==> src/rtl/subtrator_serial_ctrl.sv <==
// subtrator_serial_ctrl
// Multi-cycle WIDTH-bit subtractor: computes a - b - bin two bits per clock
// by stepping one 2-bit borrow-ripple slice across the captured operands.
// The borrow is carried between steps in a register. Results are registered
// and held until the next operation completes.
module subtrator_serial_ctrl #(
    parameter int WIDTH = 8
) (
    input  logic             clk,
    input  logic             rst_n,
    input  logic             start,
    input  logic [WIDTH-1:0] a,
    input  logic [WIDTH-1:0] b,
    input  logic             bin,
    output logic [WIDTH-1:0] result,
    output logic             borrow_out,
    output logic             zero,
    output logic             busy,
    output logic             done
);

    localparam int STEPS = WIDTH / 2;
    localparam int CW    = (STEPS > 1) ? $clog2(STEPS) : 1;

    localparam logic [CW-1:0] LAST_STEP = CW'(STEPS - 1);

    localparam logic [1:0] S_IDLE = 2'd0;
    localparam logic [1:0] S_RUN  = 2'd1;
    localparam logic [1:0] S_DONE = 2'd2;

    // Reject odd or too-small widths at elaboration time.
    if ((WIDTH < 2) || ((WIDTH % 2) != 0)) begin : g_bad_width
        $error("subtrator_serial_ctrl: WIDTH must be even and >= 2");
    end

    logic [1:0]       state_q,  state_d;
    logic [CW-1:0]    cnt_q,    cnt_d;
    logic [WIDTH-1:0] a_q,      a_d;
    logic [WIDTH-1:0] b_q,      b_d;
    logic [WIDTH-1:0] acc_q,    acc_d;
    logic             brw_q,    brw_d;
    logic [WIDTH-1:0] result_q, result_d;
    logic             bout_q,   bout_d;
    logic             zero_q,   zero_d;

    logic [1:0]       slice_a;
    logic [1:0]       slice_b;
    logic [2:0]       slice_diff;
    logic             slice_borrow;
    logic [WIDTH-1:0] acc_wr;

    // Select the operand bit-pair addressed by the step counter.
    always_comb begin
        slice_a = '0;
        slice_b = '0;
        for (int unsigned k = 0; k < STEPS; k++) begin
            if (cnt_q == CW'(k)) begin
                slice_a = a_q[2*k +: 2];
                slice_b = b_q[2*k +: 2];
            end
        end
    end

    // 2-bit borrow-ripple slice; bit 2 of the 3-bit difference is the borrow.
    always_comb begin
        slice_diff   = {1'b0, slice_a} - {1'b0, slice_b} - {2'b00, brw_q};
        slice_borrow = slice_diff[2];
    end

    // Accumulator image with the current slice difference merged in.
    always_comb begin
        acc_wr = acc_q;
        for (int unsigned k = 0; k < STEPS; k++) begin
            if (cnt_q == CW'(k)) begin
                acc_wr[2*k +: 2] = slice_diff[1:0];
            end
        end
    end

    // Sequencer: accept in IDLE, step STEPS slices in RUN, pulse in DONE.
    always_comb begin
        state_d  = state_q;
        cnt_d    = cnt_q;
        a_d      = a_q;
        b_d      = b_q;
        acc_d    = acc_q;
        brw_d    = brw_q;
        result_d = result_q;
        bout_d   = bout_q;
        zero_d   = zero_q;
        case (state_q)
            S_IDLE: begin
                if (start) begin
                    a_d     = a;
                    b_d     = b;
                    brw_d   = bin;
                    cnt_d   = '0;
                    acc_d   = '0;
                    state_d = S_RUN;
                end
            end
            S_RUN: begin
                acc_d = acc_wr;
                brw_d = slice_borrow;
                if (cnt_q == LAST_STEP) begin
                    // Outputs take the merged image directly so they land on
                    // the same edge as the final slice write.
                    state_d  = S_DONE;
                    result_d = acc_wr;
                    bout_d   = slice_borrow;
                    zero_d   = (acc_wr == '0);
                end else begin
                    cnt_d = cnt_q + CW'(1);
                end
            end
            S_DONE: begin
                state_d = S_IDLE;
            end
            default: begin
                state_d = S_IDLE;
            end
        endcase
    end

    // State and datapath registers with asynchronous active-low reset.
    always_ff @(posedge clk or negedge rst_n) begin
        if (!rst_n) begin
            state_q  <= S_IDLE;
            cnt_q    <= '0;
            a_q      <= '0;
            b_q      <= '0;
            acc_q    <= '0;
            brw_q    <= 1'b0;
            result_q <= '0;
            bout_q   <= 1'b0;
            zero_q   <= 1'b0;
        end else begin
            state_q  <= state_d;
            cnt_q    <= cnt_d;
            a_q      <= a_d;
            b_q      <= b_d;
            acc_q    <= acc_d;
            brw_q    <= brw_d;
            result_q <= result_d;
            bout_q   <= bout_d;
            zero_q   <= zero_d;
        end
    end

    assign result     = result_q;
    assign borrow_out = bout_q;
    assign zero       = zero_q;
    assign busy       = (state_q != S_IDLE);
    assign done       = (state_q == S_DONE);

endmodule

==> config.mk <==
export PLATFORM = sky130hd
export DESIGN_NAME = subtrator_serial_ctrl
export DESIGN_NICKNAME = d
export VERILOG_FILES = /design/src/rtl/subtrator_serial_ctrl.sv
export SDC_FILE = /design/constraint.sdc
export NUM_CORES = 1
export LEC_CHECK = 0
export ABC_AREA = 1
export CAP_MARGIN = 40
export CORE_ASPECT_RATIO = 1.75
export CORE_MARGIN = 2
export CORE_UTILIZATION = 48
export CTS_CLUSTER_DIAMETER = 100
export CTS_CLUSTER_SIZE = 28
export DETAILED_ROUTE_END_ITERATION = 10
export GPL_ROUTABILITY_DRIVEN = 0
export MAX_ROUTING_LAYER = met4
export PLACE_DENSITY = 0.84
export RECOVER_POWER = 25
export SYNTH_ARGS = -nofsm -noshare
export SYNTH_HDL_FRONTEND = slang
export SYNTH_SLANG_ARGS = --single-unit
==> constraint.sdc <==
create_clock -name clk -period 8.22 [get_ports clk]
set_input_delay 0.822 -clock clk [delete_from_list [all_inputs] [get_ports clk]]
set_output_delay 0.822 -clock clk [all_outputs]
set_load 0.02 [all_outputs]
# After elaboration in Yosys (flattened, before gate mapping)

Cells that the tools add are included.

Reductions and logical operators: 10
Mux-type cells: 22
$add $sub $neg: 3
Eq/ne operators: 8

Operators by type and width:

| kind                                          | number |
|---|---|
| 2-to-1 mux 2 bit                              | 16 |
| one-hot mux 8 bit (2 select lines)            | 1 |
| logical NOT 8 bit                             | 1 |
| 2-to-1 mux 8 bit                              | 1 |
| one-hot mux 2 bit (2 select lines)            | 2 |
| AND reduction 2 bit                           | 4 |
| == test 2 bit, second input constant          | 3 |
| != test 2 bit, second input constant          | 3 |
| == test 2 x 1 -> 1 bit, second input constant | 2 |
| logical NOT 2 bit                             | 2 |
| nonzero test 2 bit                            | 2 |
| AND reduction 3 bit                           | 1 |
| subtractor 2 x 2 -> 3 bit                     | 1 |
| subtractor 3 x 1 -> 3 bit                     | 1 |
| adder 2 x 1 -> 2 bit, second input constant   | 1 |
| one-hot mux 1 bit (2 select lines)            | 1 |
| 2-to-1 mux 1 bit                              | 1 |

Output and inout port bits: 12
Logic and storage cells: 52
Bits in registers: 39

# Longest topological paths before layout

Gate-level depths: netlist (run 1).

Word-level depth: 9
Depth in mapped cells: 17
Depth with buffers taken out: 16

# Worst setup path after synthesis (run 1)

OpenSTA, ideal clock, no wires.

Path type: flip-flop to flip-flop
Start point: reg cnt_q[0]
End point: reg zero_q (netlist: zero)
Setup time: 116 ps
Clock period less this slack: 2570 ps
Arrival: 2454 ps
Data required time: 8104 ps
Stages on the path, launching flop included: 17
Path slack: 5650 ps
Cells stage by stage: dfrtp_1 > inv_1 > ha_1 > buf_6 > inv_1 > o211ai_1 > nand2_1 > o21ai_0 > fa_1 > inv_1 > fa_1 > nand2_1 > o21ai_0 > nand2_1 > nor2_1 > nand2_1 > nand2_1

Cells in the longest elaborated chain, start to end: 9
Elaborated cells between the ends (all ways): 20
Those cells by class: add/sub (2); eq/ne (3); mux (12); reduce/logical (3)

RTL lines:

| what                          | RTL line | RTL |
|---|---|---|
| from (decl)                   | 37       | `logic [CW-1:0] cnt_q, cnt_d;` |
| from (signal assigned)        | 139      | `cnt_q <= cnt_d;` |
| logical NOT 2 bit             | 57, 74   |  |
| 2-to-1 mux 2 bit (4 in a row) | 57       | `if (cnt_q == CW'(k)) begin` |
| subtractor 2 x 2 -> 3 bit     | 66       | `slice_diff = {1'b0, slice_a} - {1'b0, slice_b} - {2'b00, brw_q};` |
| subtractor 3 x 1 -> 3 bit     | 66       |  |
| 2-to-1 mux 2 bit              | 74       | `if (cnt_q == CW'(k)) begin` |
| logical NOT 8 bit             | 111      | `zero_d = (acc_wr == '0);` |
| to (signal assigned)          | 146      | `zero_q <= zero_d;` |
| to (decl)                     | 44       | `logic zero_q, zero_d;` |

Several ways; a longest one is shown, not always the timed one.
A chain may end at the register's enable or synchronous reset.

# Final worst setup path (run 1)

Same ends and word-level chain as after synthesis.

==> results.py, run 1 <==
metrics = {
    "power_and_ir_drop": {
        "combPwrFrac_pct": 51.3,
        "seq_power_share_pct": 30.6,
        "power_density_mw_per_mm2": 465.3,
        "finalPower_mw": 1.069,
        "switching_share_pct": 43.04,
        "worst_ir_drop_vdd_uv": 238.9,
        "power_leakage_nw": 1.143,
        "power_switching_uw": 460.3,
        "clkPwrFrac_pct": 18.1,
        "p_int_uw": 609.1,
    },
    "worst_setup_path": {
        "endpoint_kind": "flop",
        "cp_cell_sequence": "ha_1, clkinvlp_2, nor2_1, a21oi_1, fa_1, inv_1, fa_1, nand2_1, o21ai_0, nand2_1, nor2_1, nand2_1, nand2_1",
        "crit_path_max_fanout": 8,
        "cpMaxStageDelayCell": "fa_1",
        "crit_top_cell": "nand2_1",
        "critPathMaxStageDelay_ns": 0.46,
        "start_kind": "flop",
        "cp.required_ns": 8.40,
        "arrival_ns": 3.18,
        "worstSetupPathType": "flop to flop",
    },
    "global_route": {
        "grt_max_degree": 39,
        "grt_pass1_vias": 1479,
        "grt.overflow.total": 0,
        "antenna_found_initial": 0,
        "grt_usage_pct": 19.93,
        "grt_pass1_wl_um": 6341,
    },
    "sta": {
        "fin_hold_ws_ns": 0.4728,
        "final-hold-violation-count": 0,
        "setup_tns_ns": 0,
        "min_period_ns": 3.002,
        "maxSlewHeadroom_pct": -30.28,
        "finalCritPeriodShare_pct": 36.52,
        "setup_viol": 0,
        "finalClockSkew_ns": 0.009016,
        "clock.fmax_ghz": 0.3331,
        "slew_viol_final": 39,
        "grt_setup_unrepaired": "false",
        "tightest_slew_ns": 1.954,
    },
    "die": {
        "dieWidth_um": 51.10,
        "die_y_um": 86.42,
        "die-area_mm2": 0.004415,
        "row_count": 30,
        "io_pins": 32,
        "core-area_mm2": 0.003791,
        "initial_utilization_pct": 49.14,
    },
    "yosys": {
        "netlist_area_mm2": 0.001863,
        "ys_types": 23,
        "synth_nets": 242,
        "synth.area.top_cells": "dfrtp_1 51%, nand2_1 20%, buf_6 3.6%",
        "synth_top_area_share_pct": 51.04,
        "yosysTopAreaCell": "dfrtp_1",
        "ys_ff_latch": 38,
        "synthCells": 216,
        "ys.warnings.count": 0,
        "avgSynthCellArea_um2": 8.625,
        "yosysSeqAreaShare_pct": 51.04,
    },
    "clock_network": {
        "clkLatencyLatePin_ns": 0.29,
        "hold_buffers": 0,
        "cts_resized": 0,
        "clk_path_buf_depth": 2,
        "htree_levels": 2,
        "cts.sinks": 38,
        "cts_root_buf": "clkbuf_8",
        "post_cts_buffers": 0,
        "clkTransAtPathRegs_ns": 0.08,
        "cts_buffers": 5,
        "cts_tree": "yes",
    },
    "route": {
        "drt_iter0_drc": 39,
        "ant_nets": 0,
        "route.detailed.wl_per_inst_um": 12.20,
        "vias_per_cell": 5.037,
        "totalWireLength_um": 3611,
        "highest_layer": "met4",
        "wl_met3_um": 115,
        "drc": 0,
        "met2_length_um": 1948,
        "dr_total_vias": 1491,
        "m1WireLength_um": 1336,
        "drt_pass1_iterations": 6,
    },
    "placement": {
        "io_buffers": 31,
        "dpl.hpwl_um": 2707,
    },
    "layout": {
        "synthToLayoutAreaGrowth_pct": 23.37,
        "layout_commonest_cell": "nand2_1",
        "drive_gt1_share_pct": 10.08,
        "fin_nets": 273,
        "final_cell_mix": "98 x nand2_1, 38 x dfrtp_1, 30 x clkdlybuf4s50_1, 15 x inv_1",
        "antenna_cells": 0,
    },
    "worst_hold_path": {
        "hold_class": "flop to flop",
    },
    "outcome": {
        "outcome": "finished, violations left",
        "failed_checks": "max-capacitance violations, max-slew violations",
    },
    "flow_run": {
        "maxCapViolCount": 1,
    },
}
## synth_stat cells
cell,count
o211ai_1,4
o21ai_1,3
nand2_4,1
clkbuf_2,1
inv_4,1
inv_2,4
nor2_4,2
nand2_1,98
nand3_1,4
nand2_2,1
a22oi_1,1
a21oi_1,5
inv_1,15
a21oi_4,1
nor2_1,7
buf_4,1
dfrtp_1,38
buf_6,6
o21ai_0,6
o21ai_2,7
ha_1,4
o22ai_1,4
fa_1,2
## metrics by stage
step | std cells | setup WS, ns | util [%] | area [µm²]
after global routing | 296 | 4.979 | 60.63 | 2298
after floorplan | 216 | 5.650 | - | 1863
after detailed placement | 288 | 5.383 | 57.00 | 2161
final | 296 | 5.218 | 60.63 | 2298
after global placement | 288 | 5.538 | 57.00 | 2161
after CTS | 296 | 5.354 | 60.76 | 2303
## metal layers
layer,up-vias,global-route usage [%]
met5,-,-
met4,0,14.74
met3,19,4.483
met2,39,33.65
met1,695,19.31
li1,738,-
## path summary, 6_finish.rpt
path / depth (start not counted) / from / slack, ns / endpoint
setup / recovery: 13 / cnt_q[0] / 5.22 / zero
hold / removal: 2 / borrow_out / 0.47 / borrow_out
setup reg to reg: 13 / cnt_q[0] / 5.22 / zero
hold reg to reg: 2 / borrow_out / 0.47 / borrow_out
max in group asynchronous: 2 / rst_n / 5.48 / acc_q[3]
min in group asynchronous: 2 / rst_n / 1.60 / a_q[0]
## power groups by stage
stage                     registers [mW]  logic, mW  clock network (mW)
after floorplan                    0.344      0.395                   0
after global placement             0.328      0.528                   0
after detailed placement           0.331      0.548                   0
after CTS                          0.328      0.553               0.196
after global routing               0.336      0.623               0.205
final                              0.327      0.549               0.193
## worst max-delay path, delay by kind of cell, from the launching register on
family	cells	cell delay, ns
buf+inv	2	0.46
simple gates	6	0.57
fa+ha+maj	3	1.22
compound gates	2	0.23
flops	1	0.42
## flip-flops by register name (all words and copies together) (netlist names)
| name | count |
|---|---|
| a_q | 8 |
| b_q | 8 |
| result | 8 |
| acc_q | 7 |
| cnt_q | 2 |
| state_q | 2 |
| borrow_out | 1 |
| brw_q | 1 |
| zero | 1 |
## final cells by class
cell class                 instances  area, µm²
sequential                        38      950.9
multi-input combinational        150      754.5
clock inverter                     2      60.06
clock buffer                       6      82.58
tap                               48      60.06
fill                             345       1493
inverter                          20      76.32
timing repair buffer              32      314.1
## cells by family after synthesis
kind of cell | after synthesis | share of synthesized area, %
adder cells (fa/ha/maj) | 6 | 4.836
AO/OA/AOI/OAI | 31 | 11.28
flip-flops | 38 | 51.04
AND/OR/NAND/NOR | 113 | 24.38
buffers and inverters | 28 | 8.461
Power figures use the tool's default switching activity.
==> inputs of run 2 (changes only) <==
- clock period: 8.22 -> 3 ns (I/O delays scaled with it)
==> results.py, run 2 (synthesized netlist as in run 1, its figures left out) <==
metrics = {
    "outcome": {
        "outcome": "finished, violations left",
        "failed_checks": "max-capacitance violations, max-slew violations",
    },
    "sta": {
        "maxSlewHeadroom_pct": -27.61,
        "finalCritPeriodShare_pct": 91.94,
        "slew_viol_final": 39,
        "min_period_ns": 2.758,
        "finalClockSkew_ns": 0.002096,
        "tightest_slew_ns": 1.914,
        "grt_setup_unrepaired": "false",
        "clock.fmax_ghz": 0.3626,
        "setup_viol": 0,
        "setup_tns_ns": 0,
        "final-hold-violation-count": 0,
    },
    "worst_hold_path": {
        "holdCritStartpoint": "borrow_out",
        "hold_end": "borrow_out",
        "min_path_cells": 2,
        "hold_class": "flop to flop",
    },
    "route": {
        "dr_total_vias": 1464,
        "drt_pass1_iterations": 4,
        "drt_iter0_drc": 40,
        "drc": 0,
        "route.detailed.wl_per_inst_um": 11.83,
        "ant_nets": 0,
        "vias_per_cell": 4.929,
        "totalWireLength_um": 3513,
    },
    "clock_network": {
        "cts_root_buf": "clkbuf_8",
        "clkTransAtPathRegs_ns": 0.07,
        "clk_path_buf_depth": 2,
        "cts_tree": "yes",
        "htree_levels": 2,
        "cts.sinks": 38,
        "hold_buffers": 0,
        "cts_buffers": 5,
        "clkLatencyLatePin_ns": 0.29,
    },
    "layout": {
        "fin_area_mm2": 0.002285,
        "layout_commonest_cell": "nand2_1",
        "final_cell_mix": "98 x nand2_1, 37 x dfrtp_1, 30 x clkdlybuf4s50_1, 13 x inv_1",
        "antenna_cells": 0,
        "fin_nets": 274,
        "synthToLayoutAreaGrowth_pct": 22.63,
        "drive_gt1_share_pct": 12.45,
        "multiInputGateArea_um2": 782.0,
        "fillers": 321,
        "seq_area_um2": 952.2,
    },
    "global_route": {
        "grt_pass1_wl_um": 6279,
        "grt_pass1_vias": 1494,
        "grt.overflow.total": 0,
        "grt_max_degree": 39,
        "grt_usage_pct": 19.89,
        "antenna_found_initial": 0,
    },
    "placement": {
        "io_buffers": 31,
        "dpl.hpwl_um": 2673,
        "placed_cell_area_mm2": 0.002161,
    },
    "power_and_ir_drop": {
        "power_density_mw_per_mm2": 1223,
        "power_leakage_nw": 1.124,
        "worst_ir_drop_vdd_uv": 782.2,
    },
    "worst_setup_path": {
        "cp.required_ns": 3.18,
        "arrival_ns": 2.94,
        "cpMaxStageDelayCell": "fa_1",
        "worstSetupPathType": "flop to flop",
        "worst-r2r-cell-count": 13,
        "cp_cell_sequence": "buf_4, ha_1, inv_4, o21ai_0, fa_1, inv_1, fa_1, nand2_1, o21ai_0, nand2_1, nor2_1, nand2_1, nand2_1",
        "crit_path_max_fanout": 8,
        "r2r_end": "zero",
        "critPathMaxStageDelay_ns": 0.46,
        "start_kind": "flop",
        "endpoint_kind": "flop",
        "reg2reg_slack_ns": 0.24,
        "crit_path_start": "cnt_q[0]",
        "r2r-start": "cnt_q[0]",
        "crit_top_cell": "nand2_1",
    },
    "die": {
        "io_pins": 32,
        "row_count": 30,
        "die_y_um": 86.42,
        "initial_utilization_pct": 49.14,
        "core-area_mm2": 0.003791,
        "dieWidth_um": 51.10,
        "die-area_mm2": 0.004415,
    },
    "flow_run": {
        "maxCapViolCount": 1,
    },
}
-- run 2: how the worst max path moves through the flow --
stage / cells after the start / slack (ns) / to
after detailed placement: 16 / 0.16 / zero
after floorplan: 16 / 0.43 / zero
after CTS: 16 / 0.10 / zero
final: 13 / 0.24 / zero
after global placement: 16 / 0.32 / zero
after global routing: 13 / 0.02 / zero
-- run 2: repair_timing --
action                                  CTS  global route
hold endpoints to repair                  0             0
endpoints found under the setup margin    0             3
resized for setup                         0             8
buffers inserted                          0             1
-- run 2: metal layers --
metal / routed length, µm / global-route usage, %
met3: 139 / 4.655
met5: 0 / -
met2: 1858 / 34.47
met1: 1319 / 19.75
met4: 195 / 11.55
-- run 2: where the power goes --
| group | switching [mW] | internal, mW | total, mW |
|---|---|---|---|
| combinational | 0.946 | 0.589 | 1.54 |
| clock | 0.170 | 0.185 | 0.355 |
| sequential | 0.142 | 0.761 | 0.903 |
-- run 2: critical path, delay by kind of cell (launching register included) --
kind            cells  cell delay, ns
simple gates        5            0.36
flops               1            0.45
compound gates      2            0.30
buf+inv             3            0.36
fa+ha+maj           3            1.17
-- run 2: layout make-up --
type	instances	share of cell area (%)
clock buffer	7	3.779
clock inverter	1	0.2191
inverter	20	3.395
multi-input combinational	150	34.23
sequential	38	41.68
tap	48	2.629
timing repair buffer	33	14.07
-- run 2: metrics by stage --
stage	hold WS, ns	power (mW)	std cells	setup WS [ns]	utilization (%)
floorplan	0.004409	2.025	216	0.4300	-
global placement	0.4561	2.346	288	0.3181	57.00
detailed placement	0.4617	2.395	288	0.1604	57.00
CTS	0.4315	2.754	296	0.1005	59.41
global route	0.5013	3.059	297	0.01957	60.26
finish	0.4763	2.794	297	0.2418	60.26
